<file path="src/rtl/mem_io_sequencer.sv">
// rtl/mem_io_sequencer.sv - data-side load/store sequencer between CPU/loader and the Mem/IO mux
module mem_io_sequencer #(
    parameter int          MEM_LAT    = 1,
    parameter int          IO_TIMEOUT = 15,
    parameter logic [31:0] LED_ADDR   = 32'hFFFFFC60,
    parameter logic [31:0] SW_ADDR    = 32'hFFFFFC70,
    parameter logic [31:0] SW2_ADDR   = 32'hFFFFFC74,
    parameter logic [31:0] SEG_ADDR   = 32'hFFFFFC80,
    parameter logic [31:0] IO_BASE    = 32'hFFFFFC00
) (
    input  logic        clock,
    input  logic        reset,
    input  logic        cpu_req,
    input  logic        cpu_we,
    input  logic [31:0] cpu_addr,
    input  logic [31:0] cpu_wdata,
    output logic        cpu_stall,
    output logic        cpu_done,
    output logic [31:0] cpu_rdata,
    input  logic        ldr_req,
    input  logic [31:0] ldr_addr,
    input  logic [31:0] ldr_wdata,
    output logic        ldr_done,
    output logic        mRead,
    output logic        mWrite,
    output logic        ioRead,
    output logic        ioWrite,
    output logic        ioRead2,
    output logic        ioWrite2,
    output logic [31:0] bus_addr,
    output logic [31:0] bus_wdata,
    input  logic [31:0] m_rdata,
    input  logic [7:0]  io_rdata,
    input  logic [7:0]  io_rdata2,
    input  logic        io_ack,
    output logic        bus_err
);

    localparam int CNT_MAX = (MEM_LAT > IO_TIMEOUT) ? MEM_LAT : IO_TIMEOUT;
    localparam int CW      = $clog2(CNT_MAX + 1);

    typedef enum logic [2:0] {
        S_IDLE,
        S_DECODE,
        S_MEM,
        S_IO,
        S_DONE
    } state_t;

    typedef enum logic [1:0] {
        DEV_LED,
        DEV_SW,
        DEV_SW2,
        DEV_SEG
    } dev_t;

    state_t        state;
    state_t        state_nx;
    logic          owner_ldr;
    logic          acc_we;
    logic          err_flag;
    dev_t          dev;
    logic [CW-1:0] cnt;

    logic          in_io;
    logic          dec_err;
    dev_t          dec_dev;
    logic          cpu_in_io;
    logic          ldr_in_io;
    logic          mem_last;
    logic          io_timeout;

    assign in_io      = (bus_addr[31:10] == IO_BASE[31:10]);
    assign cpu_in_io  = (cpu_addr[31:10] == IO_BASE[31:10]);
    assign ldr_in_io  = (ldr_addr[31:10] == IO_BASE[31:10]);
    assign mem_last   = (cnt == CW'(1));
    assign io_timeout = (cnt == CW'(IO_TIMEOUT));

    // Decode runs on the latched address so the grant cycle sees no decode logic.
    always_comb begin
        dec_err = 1'b0;
        dec_dev = DEV_LED;
        if (in_io) begin
            if (owner_ldr) begin
                dec_err = 1'b1;
            end else if (bus_addr == LED_ADDR && acc_we) begin
                dec_dev = DEV_LED;
            end else if (bus_addr == SW_ADDR && !acc_we) begin
                dec_dev = DEV_SW;
            end else if (bus_addr == SW2_ADDR && !acc_we) begin
                dec_dev = DEV_SW2;
            end else if (bus_addr == SEG_ADDR && acc_we) begin
                dec_dev = DEV_SEG;
            end else begin
                dec_err = 1'b1;
            end
        end
    end

    always_ff @(posedge clock) begin
        if (reset) begin
            state <= S_IDLE;
        end else begin
            state <= state_nx;
        end
    end

    always_comb begin
        state_nx = state;
        case (state)
            S_IDLE: begin
                if (ldr_req || cpu_req) begin
                    state_nx = S_DECODE;
                end
            end
            S_DECODE: begin
                if (dec_err) begin
                    state_nx = S_DONE;
                end else if (in_io) begin
                    state_nx = S_IO;
                end else begin
                    state_nx = S_MEM;
                end
            end
            S_MEM: begin
                if (mem_last) begin
                    state_nx = S_DONE;
                end
            end
            S_IO: begin
                if (io_ack || io_timeout) begin
                    state_nx = S_DONE;
                end
            end
            S_DONE: begin
                state_nx = S_IDLE;
            end
            default: begin
                state_nx = S_IDLE;
            end
        endcase
    end

    always_ff @(posedge clock) begin
        if (reset) begin
            owner_ldr <= 1'b0;
            acc_we    <= 1'b0;
            err_flag  <= 1'b0;
            dev       <= DEV_LED;
            cnt       <= '0;
            bus_addr  <= '0;
            bus_wdata <= '0;
            cpu_rdata <= '0;
        end else begin
            case (state)
                S_IDLE: begin
                    err_flag <= 1'b0;
                    if (ldr_req) begin
                        owner_ldr <= 1'b1;
                        acc_we    <= 1'b1;
                        bus_addr  <= ldr_addr;
                        bus_wdata <= ldr_in_io ? {24'b0, ldr_wdata[7:0]} : ldr_wdata;
                    end else if (cpu_req) begin
                        owner_ldr <= 1'b0;
                        acc_we    <= cpu_we;
                        bus_addr  <= cpu_addr;
                        bus_wdata <= cpu_in_io ? {24'b0, cpu_wdata[7:0]} : cpu_wdata;
                    end
                end
                S_DECODE: begin
                    err_flag <= dec_err;
                    dev      <= dec_dev;
                    cnt      <= in_io ? CW'(1) : CW'(MEM_LAT);
                end
                S_MEM: begin
                    cnt <= cnt - CW'(1);
                    if (mem_last && !acc_we && !owner_ldr) begin
                        cpu_rdata <= m_rdata;
                    end
                end
                S_IO: begin
                    cnt <= cnt + CW'(1);
                    if (io_ack) begin
                        if (!acc_we) begin
                            cpu_rdata <= {24'b0, (dev == DEV_SW2) ? io_rdata2 : io_rdata};
                        end
                    end else if (io_timeout) begin
                        err_flag <= 1'b1;
                        if (!acc_we) begin
                            cpu_rdata <= '0;
                        end
                    end
                end
                default: begin
                end
            endcase
        end
    end

    // Strobes decode from registered state only, so they are one-hot and glitch-free by construction.
    assign mRead    = (state == S_MEM) && !acc_we;
    assign mWrite   = (state == S_MEM) && acc_we;
    assign ioRead   = (state == S_IO) && (dev == DEV_SW);
    assign ioRead2  = (state == S_IO) && (dev == DEV_SW2);
    assign ioWrite  = (state == S_IO) && (dev == DEV_LED);
    assign ioWrite2 = (state == S_IO) && (dev == DEV_SEG);

    assign cpu_done  = (state == S_DONE) && !owner_ldr;
    assign ldr_done  = (state == S_DONE) && owner_ldr;
    assign bus_err   = (state == S_DONE) && err_flag;
    assign cpu_stall = (cpu_req && !cpu_done) || (owner_ldr && state != S_IDLE);

endmodule

</file>
<file path="config.mk">
export PLATFORM = sky130hd
export DESIGN_NAME = mem_io_sequencer
export DESIGN_NICKNAME = d
export VERILOG_FILES = /design/src/rtl/mem_io_sequencer.sv
export SDC_FILE = /design/constraint.sdc
export NUM_CORES = 1
export LEC_CHECK = 0
export ABC_CLOCK_PERIOD_IN_PS = 2100
export CAP_MARGIN = 20
export CORE_ASPECT_RATIO = 0.8
export CORE_MARGIN = 1
export CORE_UTILIZATION = 40
export DETAILED_ROUTE_END_ITERATION = 10
export PLACE_DENSITY_LB_ADDON = 0.2
export SLEW_MARGIN = 5
export SYNTH_ARGS = -nofsm -noshare
export SYNTH_HDL_FRONTEND = slang
export SYNTH_SLANG_ARGS = --single-unit
export TNS_END_PERCENT = 5
</file>
<file path="constraint.sdc">
create_clock -name clock -period 2.1 [get_ports clock]
set_input_delay 0.525 -clock clock [delete_from_list [all_inputs] [get_ports clock]]
set_output_delay 0.525 -clock clock [all_outputs]
set_load 0.05 [all_outputs]
</file>
==> impl_metrics.env <==
export IMPL_status="complete, but fails checks"
export IMPL_violations="setup timing"
export IMPL_synth_area_top_cells="dfxtp_1 39%, a211oi_1 9.8%, mux2i_1 7.7%"
export IMPL_ant_nets=0
export IMPL_ys_seq_area_share_pct=39.4
export IMPL_wl_per_cell_um=18.7
export IMPL_gp_congestion=0.931
export IMPL_maxCapViolations=0
export IMPL_synth_mux_area_share_pct=9.30
export IMPL_timing_rr_start="state[1]"
export IMPL_synthCells=631
export IMPL_drtPass1Iterations=5
export IMPL_synth_edf_count=0
export IMPL_cts_buffers=9
export IMPL_syn_nets=816
export IMPL_drt_total_wl_um=20400
export IMPL_final_common_cell="clkdlybuf4s50_1"
export IMPL_synth_area_leader_cell="dfxtp_1"
export IMPL_die_area_um2=14200
export IMPL_end_kind="output pin"
export IMPL_avgSynthCellArea_um2=8.70
export IMPL_critPathArrivalTime_ps=1580
export IMPL_rrSetupSlack_ps=110
export IMPL_hold_viol=0
export IMPL_path_clk_slew_ps=70
export IMPL_synth_distinct_cells=60
export IMPL_port_buffers=287
export IMPL_hp_class="reg -> reg"
export IMPL_min_from="cpu_rdata[8]"
export IMPL_worst_slack_ps=-7.68
export IMPL_min_path_cells=2
export IMPL_fp_dieH_um=107
export IMPL_cts_tree="built"
export IMPL_synth_top_cell_area_share_pct=39.4
export IMPL_clock_skew_ps=5.65
export IMPL_hold_end="cpu_rdata[8]"
export IMPL_start_kind="flop"
export IMPL_wl_met3_um=1610
export IMPL_wl_met2_um=9810
export IMPL_post_synth_instance_area_um2=5490
export IMPL_area_growth_pct=66.4
export IMPL_ir_drop_mv=0.510
export IMPL_diodes=0
export IMPL_r2r_end="bus_wdata[11]"
export IMPL_core_area_um2=13100
export IMPL_setup_viol=2
export IMPL_grt_pass1_wl_um=30800
export IMPL_cts_root_buf="clkbuf_16"
export IMPL_ios=288
export IMPL_cp_required_ps=1570
export IMPL_first_global_vias=5815
export IMPL_synthAdderAreaFrac_pct=0.684
export IMPL_postCtsHoldBufs=0
export IMPL_fp_dieW_um=133
export IMPL_row_count=37
export IMPL_overflow=0
export IMPL_clk_latency_ps=350
export IMPL_synth_top_family_by_area="compound AO/OA/AOI/OAI gates"
export IMPL_vias=6234
export IMPL_cts_sinks=108
export IMPL_drive_above_1_share_pct=13.7
export IMPL_hold_worst_slack_ps=480
export IMPL_fillers=989
export IMPL_synthArstFlopShare_pct=0
export IMPL_synth_simple_gate_area_share_pct=16.6
export IMPL_grt_max_degree=53
export IMPL_grt_usage_pct=27.5
export IMPL_place_ws_ps=-338
export IMPL_slew_headroom_pct=53.3
export IMPL_critPathKind="reg -> out"
export IMPL_vias_per_cell=5.71
export IMPL_fin_crit_sh_pct=100
export IMPL_reg2regPathDepth=6
export IMPL_synth_xor_area_share_pct=0.160
export IMPL_power_density_nw_per_um2=807
export IMPL_hpwlAfterDp_um=15200
export IMPL_remaining_drc_errors=0
export IMPL_synth_compound_area_share_pct=28.1
export IMPL_top_layer="met4"
export IMPL_max_freq_mhz=474
export IMPL_cts_buffer_depth=2
export IMPL_mostFrequentLayoutCells="249 x clkdlybuf4s50_1, 105 x dfxtp_1, 80 x nor2_1"
export IMPL_ys_seq_elements=108
export IMPL_layout_min_cycle_time_ps=2110
export IMPL_grt_setup_unrepaired="true"
export IMPL_postCtsSetupBuffers=0
export IMPL_cts_htree_levels=3
export IMPL_power_total_mw=7.37
export IMPL_slew_violations=0
export IMPL_p_leak_nw=3.42
export IMPL_initial_core_util_pct=41.9
export IMPL_routedLengthMet1_um=8270
export IMPL_nNetsFinal=1097
export IMPL_antenna_found_initial=0
export IMPL_tightestPinTransition_ps=695
export IMPL_crit_fanout=7
export IMPL_ys_warn_count=0
export IMPL_synth_ff_type="dfxtp_1"
export IMPL_drt_initial_drc_count=517
-- per-stage QoR --
stage / util [%] / instance area [um2] / TNS [ps] / cells
after global placement: 66.9 / 8760 / -6510 / 1076
final: 69.7 / 9130 / -13.3 / 1092
after floorplan: - / 5490 / -1040 / 631
after CTS: 69.3 / 9080 / -41.7 / 1092
after detailed placement: 66.9 / 8760 / -7380 / 1076
after global routing: 69.7 / 9130 / -248 / 1092
-- metal layers --
metal / global-route usage, % / vias up
met3: 6.05 / 54
met5: 0 / -
met1: 34.6 / 2918
li1: - / 2961
met2: 45.7 / 301
met4: 11.2 / 0
-- timing repair --
action / 4_1_cts / 5_1_grt
pin swaps: 1 / 4
resized for setup: 9 / 14
setup endpoints to repair: 10 / 34
-- Yosys cell counts, types with 3 or more instances --
cell type / instances
and3_1: 4
a211oi_1: 72
or4_1: 3
nand4_1: 14
o221ai_1: 25
nor3b_1: 8
nor2_1: 81
o21ai_0: 23
nand2_1: 35
dfxtp_1: 108
o211ai_1: 24
a21oi_1: 40
nor4b_1: 3
clkbuf_1: 33
nor3_1: 6
ha_1: 3
a22oi_1: 9
mux2i_1: 42
nor2b_1: 3
nand2b_1: 4
mux2_2: 8
inv_1: 5
buf_2: 23
nand3b_1: 3
buf_6: 3
o21ai_1: 6
-- critical path: stages (launching register included) --
cell	delay, ps
dfxtp_4	370
nor2_4	200
nand2_1	110
a21oi_1	190
a21oi_1	70
buf_4	160
buf_12	140
-- flip-flops by register name (all words and copies together) (netlist names) --
name,flops
owner_ldr,1
err_flag,1
bus_addr,32
dev,2
acc_we,1
cpu_rdata,32
bus_wdata,32
state,3
cnt,4
-- area by class of cell --
class	count	area [um2]	share of cell area (%)
Timing Repair Buffer	334	3350	36.7
Multi-Input combinational cell	454	3060	33.5
Sequential cell	108	2170	23.8
Clock buffer	10	239	2.62
Tap cell	175	219	2.40
Clock inverter	6	72.6	0.795
Inverter	5	18.8	0.206
-- how the worst max path moves through the flow --
stage	startpoint	to
after detailed placement	ldr_addr[13]	bus_wdata[11]
after global routing	state[1]	cpu_stall
after global placement	ldr_addr[13]	bus_wdata[10]
after floorplan	state[0]	mWrite
after CTS	state[0]	ioRead
final	state[0]	cpu_stall
-- kinds of logic after synthesis --
family          after synthesis
compound gates              218
fa+ha+maj                     3
simple gates                182
buf+inv                      69
mux                          50
xor+xnor                      1
flops                       108
-- where the power goes --
part / total [mW] / switching [mW] / internal (mW)
Sequential: 2.53 / 0.216 / 2.31
Clock: 1.77 / 0.799 / 0.969
Combinational: 3.08 / 1.82 / 1.26
Total: 7.37 / 2.83 / 4.54
Note: power is estimated with default switching activity, not from simulation.
